[config.mk]
export PLATFORM = sky130hd
export DESIGN_NAME = tile_spawner
export DESIGN_NICKNAME = d
export VERILOG_FILES = /design/src/rtl/tile_spawner.sv
export SDC_FILE = /design/constraint.sdc
export NUM_CORES = 1
export LEC_CHECK = 0
export ABC_AREA = 1
export BUFFER_PORTS_ARGS = -buffer_cell sky130_fd_sc_hd__buf_2
export CELL_PAD_IN_SITES_DETAIL_PLACEMENT = 0
export CELL_PAD_IN_SITES_GLOBAL_PLACEMENT = 1
export CORE_ASPECT_RATIO = 1.2
export CORE_UTILIZATION = 47
export CTS_CLUSTER_SIZE = 16
export DETAILED_ROUTE_END_ITERATION = 10
export GPL_TIMING_DRIVEN = 0
export HOLD_SLACK_MARGIN = 0.15
export PLACE_DENSITY_LB_ADDON = 0.08
export SETUP_SLACK_MARGIN = 0.02
export SYNTH_ARGS = -nofsm -noshare
export SYNTH_HDL_FRONTEND = slang
export SYNTH_SLANG_ARGS = --single-unit
[constraint.sdc]
create_clock -name clk_i -period 3.5 [get_ports clk_i]
set_input_delay 1.05 -clock clk_i [delete_from_list [all_inputs] [get_ports clk_i]]
set_output_delay 1.05 -clock clk_i [all_outputs]
set_load 0.05 [all_outputs]
[src/rtl/tile_spawner.sv]
// Tile spawner: 7-bag randomizer with a one-deep preview that feeds
// the tile executor through a single-cycle valid pulse.
package tile_spawner_pkg;
  typedef enum logic [2:0] {
    eNon = 3'd0,
    eI   = 3'd1,
    eJ   = 3'd2,
    eL   = 3'd3,
    eO   = 3'd4,
    eS   = 3'd5,
    eT   = 3'd6,
    eZ   = 3'd7
  } tile_type_e;
endpackage

module tile_spawner
  import tile_spawner_pkg::*;
#(
  parameter logic [15:0] seed_p         = 16'hACE1,
  parameter bit          random_angle_p = 1'b0,
  parameter int unsigned fallback_p     = 8
) (
  input  logic       clk_i,
  input  logic       reset_n_i,
  input  logic       start_i,
  input  logic       halt_i,
  input  logic       done_i,
  output tile_type_e tile_type_o,
  output logic [1:0] tile_type_angle_o,
  output logic       v_o,
  output tile_type_e next_tile_type_o,
  output logic       busy_o,
  output logic [15:0] tile_count_o
);

  localparam int RW =
    (fallback_p < 1) ? 1 : $clog2(fallback_p + 1);

  typedef enum logic [2:0] {
    eIDLE,
    eDraw,
    eIssue,
    eWait,
    eHalt
  } state_e;

  state_e      state_q, state_d;
  logic [15:0] lfsr_q, lfsr_d;
  logic [6:0]  bag_q, bag_d;
  logic [RW-1:0] rej_q, rej_d;
  logic        nv_q, nv_d;
  tile_type_e  prev_q, prev_d;
  tile_type_e  cur_q, cur_d;
  logic [1:0]  ang_q, ang_d;
  logic [15:0] cnt_q, cnt_d;

  logic [2:0]  cand;
  logic [7:0]  bag_ext;
  logic        hit;
  logic        forced;
  logic        take;
  logic [2:0]  low_idx;
  logic [2:0]  pick;
  logic [6:0]  bag_clr;
  logic [6:0]  bag_nx;
  tile_type_e  new_tile;

  // Galois form of x^16+x^14+x^13+x^11+1
  assign lfsr_d = lfsr_q[0]
                ? ((lfsr_q >> 1) ^ 16'hB400)
                : (lfsr_q >> 1);

  assign cand    = lfsr_q[2:0];
  assign bag_ext = {1'b0, bag_q};
  assign hit     = bag_ext[cand];
  assign forced  = (rej_q == RW'(fallback_p));
  assign take    = hit | forced;

  always_comb begin
    low_idx = 3'd0;
    for (int k = 6; k >= 0; k--) begin
      if (bag_q[k]) low_idx = 3'(k);
    end
  end

  assign pick     = hit ? cand : low_idx;
  assign bag_clr  = bag_q & ~(7'd1 << pick);
  assign bag_nx   = (bag_clr == 7'd0) ? 7'h7F : bag_clr;
  assign new_tile = tile_type_e'(pick + 3'd1);

  always_comb begin
    state_d = state_q;
    bag_d   = bag_q;
    rej_d   = rej_q;
    nv_d    = nv_q;
    prev_d  = prev_q;
    cur_d   = cur_q;
    ang_d   = ang_q;
    cnt_d   = cnt_q;
    unique case (state_q)
      eIDLE, eHalt: begin
        if (start_i) begin
          state_d = eDraw;
          bag_d   = 7'h7F;
          nv_d    = 1'b0;
          cnt_d   = 16'd0;
          rej_d   = '0;
        end
      end
      eDraw: begin
        if (halt_i) begin
          state_d = eHalt;
        end else if (take) begin
          bag_d = bag_nx;
          rej_d = '0;
          if (!nv_q) begin
            prev_d = new_tile;
            nv_d   = 1'b1;
          end else begin
            cur_d   = prev_q;
            prev_d  = new_tile;
            ang_d   = random_angle_p ? lfsr_q[9:8] : 2'd0;
            state_d = eIssue;
          end
        end else begin
          rej_d = rej_q + 1'b1;
        end
      end
      eIssue: begin
        cnt_d   = cnt_q + 16'd1;
        state_d = halt_i ? eHalt : eWait;
      end
      eWait: begin
        if (halt_i) state_d = eHalt;
        else if (done_i) state_d = eDraw;
      end
      default: state_d = eIDLE;
    endcase
  end

  always_ff @(posedge clk_i or negedge reset_n_i) begin
    if (!reset_n_i) begin
      state_q <= eIDLE;
      lfsr_q  <= seed_p;
      bag_q   <= 7'h7F;
      rej_q   <= '0;
      nv_q    <= 1'b0;
      prev_q  <= eNon;
      cur_q   <= eNon;
      ang_q   <= 2'd0;
      cnt_q   <= 16'd0;
    end else begin
      state_q <= state_d;
      lfsr_q  <= lfsr_d;
      bag_q   <= bag_d;
      rej_q   <= rej_d;
      nv_q    <= nv_d;
      prev_q  <= prev_d;
      cur_q   <= cur_d;
      ang_q   <= ang_d;
      cnt_q   <= cnt_d;
    end
  end

  assign tile_type_o       = cur_q;
  assign tile_type_angle_o = ang_q;
  assign v_o               = (state_q == eIssue);
  assign next_tile_type_o  = nv_q ? prev_q : eNon;
  assign busy_o            = (state_q == eDraw)
                          || (state_q == eIssue)
                          || (state_q == eWait);
  assign tile_count_o      = cnt_q;

endmodule

==> Implementation_results.wiki <==
{| class="wikitable"
! Metric !! Value
|-
| Starting density of the core || between 40% and 50%
|-
| Clock latency at the later pin of the worst-skew pair || 300 ps
|-
| Combinational family with the most area after synthesis || simple AND/OR/NAND/NOR gates
|-
| Die Span X || 70.4 um
|-
| Setup crit start kind || flip-flop
|-
| Slew at the pin closest to its max-slew limit || around 1100 ps
|-
| # port buffers || 28
|-
| Total of warnings raised by yosys || 0
|-
| Pre-antenna DRT Iters || 4
|-
| Setup Fix Bufs, Post-CTS || 0
|-
| Number of hold-slack violations in the final timing report || 0
|-
| Final setup viols || 0
|-
| Post-synthesis instance area || ~2600 sq um
|-
| Startpoint of the worst-slack reg-to-reg timing path || lfsr_q[0]$_DFF_PN1_
|-
| Slew headroom || 23.9%
|-
| Worst ir drop on vdd || 0.337 mV
|-
| Worst hold endpoint || lfsr_q[8]$_DFF_PN0_
|-
| Number of remaining DRC errors || 0
|-
| Max frequency || approximately 0.37 GHz
|-
| Proportion of synthesized flip-flops having asynchronous set or reset || 100%
|-
| Diode count || 0
|-
| Num ports || 31
|-
| Number of standard cells after synthesis || a little under 300
|-
| TritonCTS clock tree || yes
|-
| Worst reg2reg path endpoint || bag_q[2]$_DFFE_PN1P_
|-
| Synthesized area per cell || ~9.1 sq um
|-
| Area of the die || approximately 6000 sq um
|-
| Multiplexer share of the synthesized area || 0.758%
|-
| Basic-gate share of the synthesized area counting and, or, nand and nor cells || 24.4%
|-
| Largest net degree at the start of global routing || 54
|-
| Dominant cell type by area after synthesis || sky130_fd_sc_hd__dfrtp_1
|-
| Final worst-path cycle share || between 70 and 80%
|-
| Top-area cell type share of the netlist area || a little over a third
|-
| Final setup TNS || 0 ps
|-
| Arrival time worst endpoint || around 1700 ps
|-
| Vias in the first global route || ~1,900
|-
| Storage element area || approximately 1300 sq um
|-
| Worst Min Path Start || lfsr_q[9]$_DFF_PN0_
|-
| Antenna viol nets, final || 0
|-
| Critical path class || reg -> out
|-
| Top flip-flop cell by instance count after synthesis || sky130_fd_sc_hd__dfrtp_1
|-
| Buffer type at the clock tree root || sky130_fd_sc_hd__clkbuf_8
|-
| Post-detailed-route via-to-cell ratio || just over 5
|-
| Global-route congestion overflow total || 0
|-
| Layout overhead on the synthesized area || 13.5%
|-
| Total number of clock tree sinks || 53
|-
| Gates resized, CTS repair || 0
|-
| Power density normalized to cell area || about 630 nW/um^2
|-
| Final Cell Area || about 3000 sq um
|-
| Wire length per cell || between 10 and 15 um
|-
| Post-synthesis compound-gate area fraction || a little under an eighth
|-
| Number of DRC markers after the initial detailed-route iteration || between 60 and 70
|-
| Area used by multi-input combinational logic || around 1100 sq um
|-
| Setup slack at placement || around 1100 ps
|-
| Detailed-route via count || between 1,500 and 2,000
|-
| Fraction of synthesized cell area in xor and xnor cells || under 10%
|-
| Placeable core area || approximately 5300 sq um
|-
| Required time worst endpoint || 2450 ps
|-
| Number of filler cells placed in the layout || 502
|-
| Outcome || complete, no violations
|-
| Main area contributors after synthesis || sky130_fd_sc_hd__dfrtp_1 36%, sky130_fd_sc_hd__dfstp_2 15%, sky130_fd_sc_hd__nand2_1 7.0%, sky130_fd_sc_hd__inv_1 5.0%, sky130_fd_sc_hd__nand3_1 4.4%
|-
| Leakage power summed over all cells || 1.55 nW
|-
| Ratio of cells with drive above 1 in the final layout || between 20% and 30%
|-
| Register-to-Register Path Depth || 16
|-
| Number of enable flip-flop cells after synthesis || 0
|-
| Minimum period implied by the final worst setup slack || between 2000 and 3000 ps
|-
| Clock H-tree levels || 2
|-
| Nets || between 300 and 400
|-
| Fin Clk Skew || approximately 2.6 ps
|-
| Largest buffer count on any clock path || 2
|-
| Reg2reg setup slack || roughly 1200 ps
|-
| Number of distinct library cells after synthesis || 38
|-
| Die Height || roughly 84 um
|-
| Largest fanout on the critical path || 10
|-
| Adder and majority gate portion of the synthesized area || under 10%
|-
| Kind of path behind the tightest hold check || reg -> reg
|-
| Endpoint type of the worst setup path || primary output
|-
| Post-CTS Hold Fix Bufs || 0
|-
| Total routing usage reported by global routing || between 10% and 20%
|-
| Max cap viols || 0
|-
| Antenna violations before repair || 0
|-
| Cts bufs inserted || 5
|-
| Cell area reported after detailed placement || ~2900 sq um
|-
| Number of standard-cell rows in the floorplan || 29
|-
| Hpwl dp || 3630 um
|-
| First-pass GRT wire length || 8890 um
|-
| Wire length reported by the detailed router || between 4000 and 5000 um
|-
| Clock-pin slew on the worst setup and hold paths || 90 ps
|-
| RSZ-0062 raised after global routing || no
|-
| Sequential element share of the synthesized area || about half
|-
| GP Congestion || 0.785
|-
| Synth Register Bits || 53
|-
| Hold Path Cell Cnt || 0
|-
| Number of max-slew violations in the final report || 0
|-
| Post-layout worst setup margin || 776 ps
|}
[cell usage in the layout (no fill, tap or decap), types with 5 or more instances in the layout]
| cell | netlist | final |
|---|---|---|
| sky130_fd_sc_hd__xor2_1 | 5 | 5 |
| sky130_fd_sc_hd__inv_1 | 35 | 35 |
| sky130_fd_sc_hd__buf_2 | 2 | 30 |
| sky130_fd_sc_hd__dfrtp_1 | 38 | 38 |
| sky130_fd_sc_hd__a21oi_1 | 12 | 12 |
| sky130_fd_sc_hd__a21oi_2 | 7 | 7 |
| sky130_fd_sc_hd__dfstp_2 | 15 | 15 |
| sky130_fd_sc_hd__clkbuf_8 | 0 | 5 |
| sky130_fd_sc_hd__nor2_1 | 25 | 25 |
| sky130_fd_sc_hd__ha_1 | 6 | 6 |
| sky130_fd_sc_hd__nor3_1 | 5 | 5 |
| sky130_fd_sc_hd__o21ai_0 | 17 | 17 |
| sky130_fd_sc_hd__nand3_1 | 23 | 23 |
| sky130_fd_sc_hd__o22ai_1 | 5 | 5 |
| sky130_fd_sc_hd__nand2_2 | 9 | 9 |
| sky130_fd_sc_hd__nand2_1 | 49 | 49 |
[cells in the mapped netlist, types with 3 or more instances]
| library cell | instances |
|---|---|
| sky130_fd_sc_hd__nor3_1 | 5 |
| sky130_fd_sc_hd__nand3_2 | 4 |
| sky130_fd_sc_hd__dfrtp_1 | 38 |
| sky130_fd_sc_hd__nand4_1 | 4 |
| sky130_fd_sc_hd__nand2_4 | 3 |
| sky130_fd_sc_hd__nand3_1 | 23 |
| sky130_fd_sc_hd__ha_1 | 6 |
| sky130_fd_sc_hd__nand2_2 | 9 |
| sky130_fd_sc_hd__nor2_1 | 25 |
| sky130_fd_sc_hd__inv_1 | 35 |
| sky130_fd_sc_hd__nand2_1 | 49 |
| sky130_fd_sc_hd__dfstp_2 | 15 |
| sky130_fd_sc_hd__o22ai_1 | 5 |
| sky130_fd_sc_hd__a21oi_2 | 7 |
| sky130_fd_sc_hd__xor2_1 | 5 |
| sky130_fd_sc_hd__a21oi_1 | 12 |
| sky130_fd_sc_hd__o21ai_0 | 17 |
[worst max-delay path by stage]
stage | start | to | depth (start not counted)
final | state_q[2]$_DFFE_PN0P_ | v_o | 5
after global routing | state_q[2]$_DFFE_PN0P_ | v_o | 5
after CTS | state_q[2]$_DFFE_PN0P_ | v_o | 5
after detailed placement | state_q[2]$_DFFE_PN0P_ | v_o | 5
after global placement | state_q[2]$_DFFE_PN0P_ | v_o | 5
after floorplan | state_q[2]$_DFFE_PN0P_ | v_o | 4
[through the flow]
step                util, %  power, mW  cells  hold WS [ps]
floorplan                 -       1.27    291           331
global placement       53.7       1.42    381           337
detailed placement     53.7       1.43    381           338
CTS                    56.2       1.92    389           362
global route           56.2       2.03    389           364
finish                 56.2       1.89    389           358
[metal layers]
| metal | routed length (um) | track usage [%] |
|---|---|---|
| met1 | 2340 | 25.3 |
| met2 | 2450 | 31.1 |
| met3 | 131 | 4.23 |
| met4 | 67 | 6.18 |
| met5 | 0 | 0 |
[power breakdown]
group | switching (mW) | total, mW | internal [mW]
clock network | 0.202 | 0.486 | 0.284
logic | 0.470 | 0.636 | 0.166
registers | 0.0677 | 0.773 | 0.705
total | 0.740 | 1.89 | 1.15
[sequential cells by signal, summed over array words and instances (netlist names)]
signal        cells
rej_q             4
bag_q             7
state_q           3
prev_q            3
lfsr_q           16
tile_type_o       3
nv_q              1
tile_count_o     16
[logic make-up (layout without fill, tap and decap cells)]
kind of cell	count (synthesis)	after routing
simple gates	128	128
flops	53	53
compound gates	49	49
buf+inv	44	80
xor+xnor	7	7
fa+ha+maj	6	6
mux	2	2
other cells	1	2
[worst max-delay path: stages (launching register included)]
cell and delay (ps):
sky130_fd_sc_hd__dfrtp_1 400, sky130_fd_sc_hd__inv_1 70, sky130_fd_sc_hd__nand3_1 90, sky130_fd_sc_hd__buf_2 220, sky130_fd_sc_hd__clkinv_1 280, sky130_fd_sc_hd__buf_2 310
[layout make-up]
cell class / count / area share [%]
Sequential cell: 53 / 44.9
Clock buffer: 5 / 2.30
Tap cell: 62 / 2.59
Timing Repair Buffer: 28 / 4.68
Multi-Input combinational cell: 194 / 37.2
Buffer: 6 / 1.34
Clock inverter: 3 / 2.17
Inverter: 38 / 4.84
Note: power is estimated with default switching activity, not from simulation.
